--- src/rtl/seq_divider.sv ---
// seq_divider: restoring sequential divider, one quotient bit per clock, valid/ready on both sides.
// Optional macro SEQ_DIVIDER_SIGNED_EN: two's complement operands, magnitude divide plus a FIX state.
module seq_divider #(
  parameter int DATAW = 8
) (
  input  logic             clk,
  input  logic             rst_n,
  input  logic             i_valid,
  output logic             o_ready,
  input  logic [DATAW-1:0] i_dividend,
  input  logic [DATAW-1:0] i_divisor,
  output logic             o_valid,
  input  logic             i_ready,
  output logic [DATAW-1:0] o_quotient,
  output logic [DATAW-1:0] o_remainder,
  output logic             o_div_by_zero
);

  localparam int CNTW = (DATAW > 2) ? $clog2(DATAW) : 1;

  typedef enum logic [1:0] {
    IDLE = 2'd0,
    CALC = 2'd1,
    FIX  = 2'd2,
    DONE = 2'd3
  } state_t;

  state_t            state_q, state_d;
  logic [CNTW-1:0]   cnt_q, cnt_d;
  logic [DATAW-1:0]  num_q, num_d;
  logic [DATAW-1:0]  den_q, den_d;
  logic [DATAW-1:0]  rem_q, rem_d;
  logic [DATAW-1:0]  quo_q, quo_d;
  logic [DATAW-1:0]  quotient_q, quotient_d;
  logic [DATAW-1:0]  remainder_q, remainder_d;
  logic              dz_q, dz_d;

  logic [DATAW-1:0]  n_mag, d_mag;
  logic              div_zero;
  logic [DATAW:0]    rem_shift, trial;
  logic [DATAW-1:0]  rem_next, quo_next;

`ifdef SEQ_DIVIDER_SIGNED_EN
  logic              q_neg_q, q_neg_d;
  logic              r_neg_q, r_neg_d;
  logic              n_neg, d_neg;

  assign n_neg = i_dividend[DATAW-1];
  assign d_neg = i_divisor[DATAW-1];
  // -2^(DATAW-1) maps onto itself, which reads correctly as an unsigned magnitude.
  assign n_mag = n_neg ? -i_dividend : i_dividend;
  assign d_mag = d_neg ? -i_divisor  : i_divisor;
`else
  assign n_mag = i_dividend;
  assign d_mag = i_divisor;
`endif

  assign div_zero  = (i_divisor == '0);

  // Trial subtraction on DATAW+1 bits: the top bit is the borrow.
  assign rem_shift = {rem_q, num_q[DATAW-1]};
  assign trial     = rem_shift - {1'b0, den_q};
  assign rem_next  = trial[DATAW] ? rem_shift[DATAW-1:0] : trial[DATAW-1:0];
  assign quo_next  = {quo_q[DATAW-2:0], ~trial[DATAW]};

  // State register
  always_ff @(posedge clk or negedge rst_n) begin
    if (!rst_n) begin
      state_q <= IDLE;
    end else begin
      state_q <= state_d;
    end
  end

  // Next-state logic
  always_comb begin
    state_d = state_q;
    case (state_q)
      IDLE: begin
        if (i_valid) begin
          state_d = div_zero ? DONE : CALC;
        end
      end
      CALC: begin
        if (cnt_q == '0) begin
`ifdef SEQ_DIVIDER_SIGNED_EN
          state_d = FIX;
`else
          state_d = DONE;
`endif
        end
      end
      FIX: begin
        state_d = DONE;
      end
      DONE: begin
        if (i_ready) begin
          state_d = IDLE;
        end
      end
      default: begin
        state_d = IDLE;
      end
    endcase
  end

  // Output decode
  always_comb begin
    o_ready = 1'b0;
    o_valid = 1'b0;
    case (state_q)
      IDLE:    o_ready = 1'b1;
      DONE:    o_valid = 1'b1;
      default: begin
        o_ready = 1'b0;
        o_valid = 1'b0;
      end
    endcase
  end

  // Datapath next values
  always_comb begin
    cnt_d       = cnt_q;
    num_d       = num_q;
    den_d       = den_q;
    rem_d       = rem_q;
    quo_d       = quo_q;
    quotient_d  = quotient_q;
    remainder_d = remainder_q;
    dz_d        = dz_q;
`ifdef SEQ_DIVIDER_SIGNED_EN
    q_neg_d     = q_neg_q;
    r_neg_d     = r_neg_q;
`endif
    case (state_q)
      IDLE: begin
        if (i_valid) begin
          num_d = n_mag;
          den_d = d_mag;
          cnt_d = CNTW'(DATAW - 1);
          rem_d = '0;
          quo_d = '0;
`ifdef SEQ_DIVIDER_SIGNED_EN
          q_neg_d = n_neg ^ d_neg;
          r_neg_d = n_neg;
`endif
          // Divide-by-zero skips the iteration and publishes its result at once.
          if (div_zero) begin
            quotient_d  = '1;
            remainder_d = i_dividend;
            dz_d        = 1'b1;
          end
        end
      end
      CALC: begin
        num_d = {num_q[DATAW-2:0], 1'b0};
        rem_d = rem_next;
        quo_d = quo_next;
        cnt_d = cnt_q - CNTW'(1);
`ifndef SEQ_DIVIDER_SIGNED_EN
        if (cnt_q == '0) begin
          quotient_d  = quo_next;
          remainder_d = rem_next;
          dz_d        = 1'b0;
        end
`endif
      end
`ifdef SEQ_DIVIDER_SIGNED_EN
      FIX: begin
        // Truncation toward zero: remainder follows the dividend's sign.
        quotient_d  = q_neg_q ? -quo_q : quo_q;
        remainder_d = r_neg_q ? -rem_q : rem_q;
        dz_d        = 1'b0;
      end
`endif
      default: begin
        cnt_d = cnt_q;
      end
    endcase
  end

  always_ff @(posedge clk or negedge rst_n) begin
    if (!rst_n) begin
      cnt_q       <= '0;
      num_q       <= '0;
      den_q       <= '0;
      rem_q       <= '0;
      quo_q       <= '0;
      quotient_q  <= '0;
      remainder_q <= '0;
      dz_q        <= 1'b0;
`ifdef SEQ_DIVIDER_SIGNED_EN
      q_neg_q     <= 1'b0;
      r_neg_q     <= 1'b0;
`endif
    end else begin
      cnt_q       <= cnt_d;
      num_q       <= num_d;
      den_q       <= den_d;
      rem_q       <= rem_d;
      quo_q       <= quo_d;
      quotient_q  <= quotient_d;
      remainder_q <= remainder_d;
      dz_q        <= dz_d;
`ifdef SEQ_DIVIDER_SIGNED_EN
      q_neg_q     <= q_neg_d;
      r_neg_q     <= r_neg_d;
`endif
    end
  end

  assign o_quotient    = quotient_q;
  assign o_remainder   = remainder_q;
  assign o_div_by_zero = dz_q;

endmodule
--- config.mk ---
export PLATFORM = sky130hd
export DESIGN_NAME = seq_divider
export DESIGN_NICKNAME = d
export VERILOG_FILES = /design/src/rtl/seq_divider.sv
export SDC_FILE = /design/constraint.sdc
export NUM_CORES = 1
export LEC_CHECK = 0
export ABC_AREA = 1
export CORE_MARGIN = 4
export CORE_UTILIZATION = 30
export CTS_CLUSTER_SIZE = 30
export DETAILED_ROUTE_END_ITERATION = 10
export PLACE_DENSITY = 0.57
export REMOVE_ABC_BUFFERS = 1
export SLEW_MARGIN = 15
export SYNTH_ARGS = -nofsm -noshare
export SYNTH_HDL_FRONTEND = slang
export SYNTH_SLANG_ARGS = --single-unit
--- constraint.sdc ---
create_clock -name clk -period 2.7 [get_ports clk]
set_clock_uncertainty 0.05 [all_clocks]
set_input_delay 0.27 -clock clk [delete_from_list [all_inputs] [get_ports clk]]
set_output_delay 0.27 -clock clk [all_outputs]
set_load 0.05 [all_outputs]
==> metrics.md <==
| Metric | Value |
|---|---|
| Worst EP required | 2.38 ns |
| Synth unique cells | 28 |
| Synthesized area per cell | 7.68 sq um |
| Via count | 2502 |
| Pre-antenna DRT Iters | 4 |
| Vias in the first global route | 2520 |
| CTS tree | yes |
| H-tree Lvls | 2 |
| EDFF count, synth | 0 |
| Clk slew on worst S/H paths | 0.10 ns |
| Worst Setup End Kind | output port |
| Max VDD drop | 0.624 mV |
| Seq pwr share | 0.288 |
| P_leak | 1.90 nW |
| Crit Path Class | reg -> out |
| Core Region | 9420 sq um |
| Clock Path Buffers | 2 |
| Crit-path cells | inv_1, ha_1, clkdlybuf4s50_1 |
| Die width | 107 microns |
| Yosys top cell area share | 0.449 |
| Cts bufs inserted | 5 |
| PortBufs | 38 |
| Site Rows | 35 |
| Gr usage total | 0.124 |
| CP max FO | 5 |
| Psw | 2.32 mW |
| Register area | 1330 sq um |
| Slew Limit Fails | 0 |
| DR WL/cell | 11.9 microns |
| Share of total power in the clock network | 0.105 |
| Ys async rst share | 1.00 |
| Gr ovfl total | 0 |
| Final antenna-violating net count | 0 |
| Vias/cell | 4.51 |
| Initial Utilization | 0.314 |
| Cells after Synth | 385 |
| Clk Latency, worst-skew pair | 0.30 ns |
| Final TNS setup | 0 ns |
| Final GP Congestion | 0.812 |
| # nets final | 460 |
| Critical path arrival | 1.91 ns |
| Slew @ Worst Pin | 0.503 ns |
| Ys flop type | dfrtp_1 |
| Die Ht | 107 microns |
| Total Die Area | 11500 sq um |
| First-pass GRT wire length | 11.8 mm |
| Finished Layout Cells | 555 |
| Ports | 39 |
| CTS Sinks | 53 |
| Final hold violations | 0 |
| Multi-input gate area | 1290 sq um |
| DRT iter0 DRCs | 101 |
| MaxCap Viol Count | 0 |
| Setup violators final | 0 |
| Largest net degree at the start of global routing | 54 |
| DRC | 0 |
| Synthesized flop and latch total | 53 |
| Status | finished, final reports clean |
| Total wire length | 6.60 mm |
| Share of layout cells above drive strength 1 | 0.0869 |
| Antenna cells | 0 |
| Internal | 2.26 mW |
| Syn. warnings | 0 |
| FILL cells | 994 |
| Seq/Total Area, Yosys | 0.449 |
| CP peak stage delay | 0.84 ns |
| Leading area contributor after synthesis | dfrtp_1 |
| Slowest CP cell | clkdlybuf4s50_1 |
| Post-synth top cells | nand2_1 (114), inv_1 (70), dfrtp_1 (53) |
| Unrepaired setup endpoints after global routing | no |
| CP Launch Type | register |
| Post-placement cell count | 546 |
| Slew HR | 0.664 |
| Sw Ratio | 0.507 |
| Combinational Power Share | 0.607 |
| Area Growth Syn to Fin | 21.3% |
| Post-CTS setup buffer count | 0 |
| Fin crit share | 0.827 |
| Fmax | 0.448 GHz |
| Clk root buf | clkbuf_8 |
| Power Density | 1280 nW/um^2 |
| Top-count cell post-synth | nand2_1 |
| Hold crit path type | in -> async |
| Post-synthesis cell area | 2960 sq um |
| Synth area leaders | dfrtp_1 (45%), nand2_1 (14%), inv_1 (8.9%), ha_1 (5.9%), nand3_1 (5.6%) |
| Antenna violations before repair | 0 |
| Detailed placer's ending HPWL | 4.80 mm |
| Crit path time final | 2.23 ns |
layer usage:
| layer | track usage | vias to the layer above | part of all wire |
|---|---|---|---|
| li1 | - | 1271 | - |
| met1 | 0.159 | 1194 | 0.48 |
| met2 | 0.215 | 31 | 0.48 |
| met3 | 0.0276 | 6 | 0.034 |
| met4 | 0.0237 | 0 | 0.0055 |
| met5 | 0 | - | 0 |
worst paths after layout:
kind	startpoint	end	depth (start not counted)	slack, ns
max in group asynchronous	rst_n	den_q[4]$_DFFE_PN0P_	3	1.90
worst max register to register	num_q[7]$_DFFE_PN0P_	o_remainder[4]$_DFFE_PN0P_	14	0.54
min in group clk	num_q[0]$_DFFE_PN0P_	num_q[0]$_DFFE_PN0P_	2	0.43
worst min-delay path	rst_n	rem_q[6]$_DFFE_PN0P_	3	0.42
worst min register to register	num_q[0]$_DFFE_PN0P_	num_q[0]$_DFFE_PN0P_	2	0.43
worst max-delay path	state_q[0]$_DFFE_PN0P_	o_ready	3	0.47
final cells by class:
cell class              count  area share
clock inverters             2     0.00384
multi-input cells         247       0.360
repair buffers             43       0.119
clock buffers               6      0.0230
inverters                  75      0.0792
well taps                 129      0.0450
flip-flops and latches     53       0.370
per-stage QoR:
stage	instance area (sq um)	util	hold slack (ns)	total power [mW]	setup slack, ns
after floorplan	2900	-	-0.0756	3.34	0.445
after global placement	3480	0.369	0.243	4.10	0.633
after detailed placement	3480	0.369	0.244	4.12	0.538
after CTS	3580	0.381	0.436	4.63	0.448
after global routing	3580	0.381	0.454	5.05	0.292
final	3580	0.381	0.418	4.58	0.466
power groups by stage:
stage	clock, mW	sequential [mW]	combinational (mW)
2_1_floorplan	0	1.69	1.66
3_3_place_gp	0	1.33	2.77
3_5_place_dp	0	1.33	2.79
4_1_cts	0.495	1.32	2.81
5_1_grt	0.528	1.36	3.17
6_report	0.481	1.32	2.78
layout by cell type (no fill, tap or decap), types with 2 or more instances in the layout:
cell type / synthesis / layout
xor2_1: 2 / 2
a21oi_1: 23 / 23
nor2_1: 9 / 9
buf_4: 1 / 3
nand2_1: 114 / 114
clkbuf_8: 0 / 6
o22ai_1: 6 / 6
nand2_2: 2 / 2
inv_2: 4 / 4
clkdlybuf4s50_1: 0 / 37
nor2_2: 11 / 11
o21ai_0: 18 / 18
a22oi_1: 4 / 4
o21ai_1: 2 / 2
dfrtp_1: 53 / 53
nand3_1: 33 / 33
inv_1: 70 / 70
nand2_4: 2 / 2
ha_1: 14 / 14
critical path, delay by kind of cell (launching register included):
family / cells / cell delay [ns]
adders and majority gates: 1 / 0.24
buffers and inverters: 2 / 0.92
DFF: 1 / 0.45
cell families after synthesis:
logic type	count (synthesis)	synth area share
compound gates	54	0.101
xor+xnor	3	0.00889
fa+ha+maj	15	0.0660
buf+inv	85	0.115
flops	53	0.449
simple gates	175	0.260
registers in the layout (all words and copies together), names as in the netlist:
| name | count |
|---|---|
| cnt_q | 3 |
| o_div_by_zero | 1 |
| num_q | 8 |
| rem_q | 8 |
| o_quotient | 8 |
| quo_q | 7 |
| o_remainder | 8 |
| state_q | 2 |
| den_q | 8 |
repair_timing:
action                                 4_1_cts  5_1_grt
endpoints found under the hold margin       53        0
gates resized for setup                      0        0
hold buffers                                 1        0
setup endpoints to repair                    0        0
Note: power is estimated with default switching activity, not from simulation.
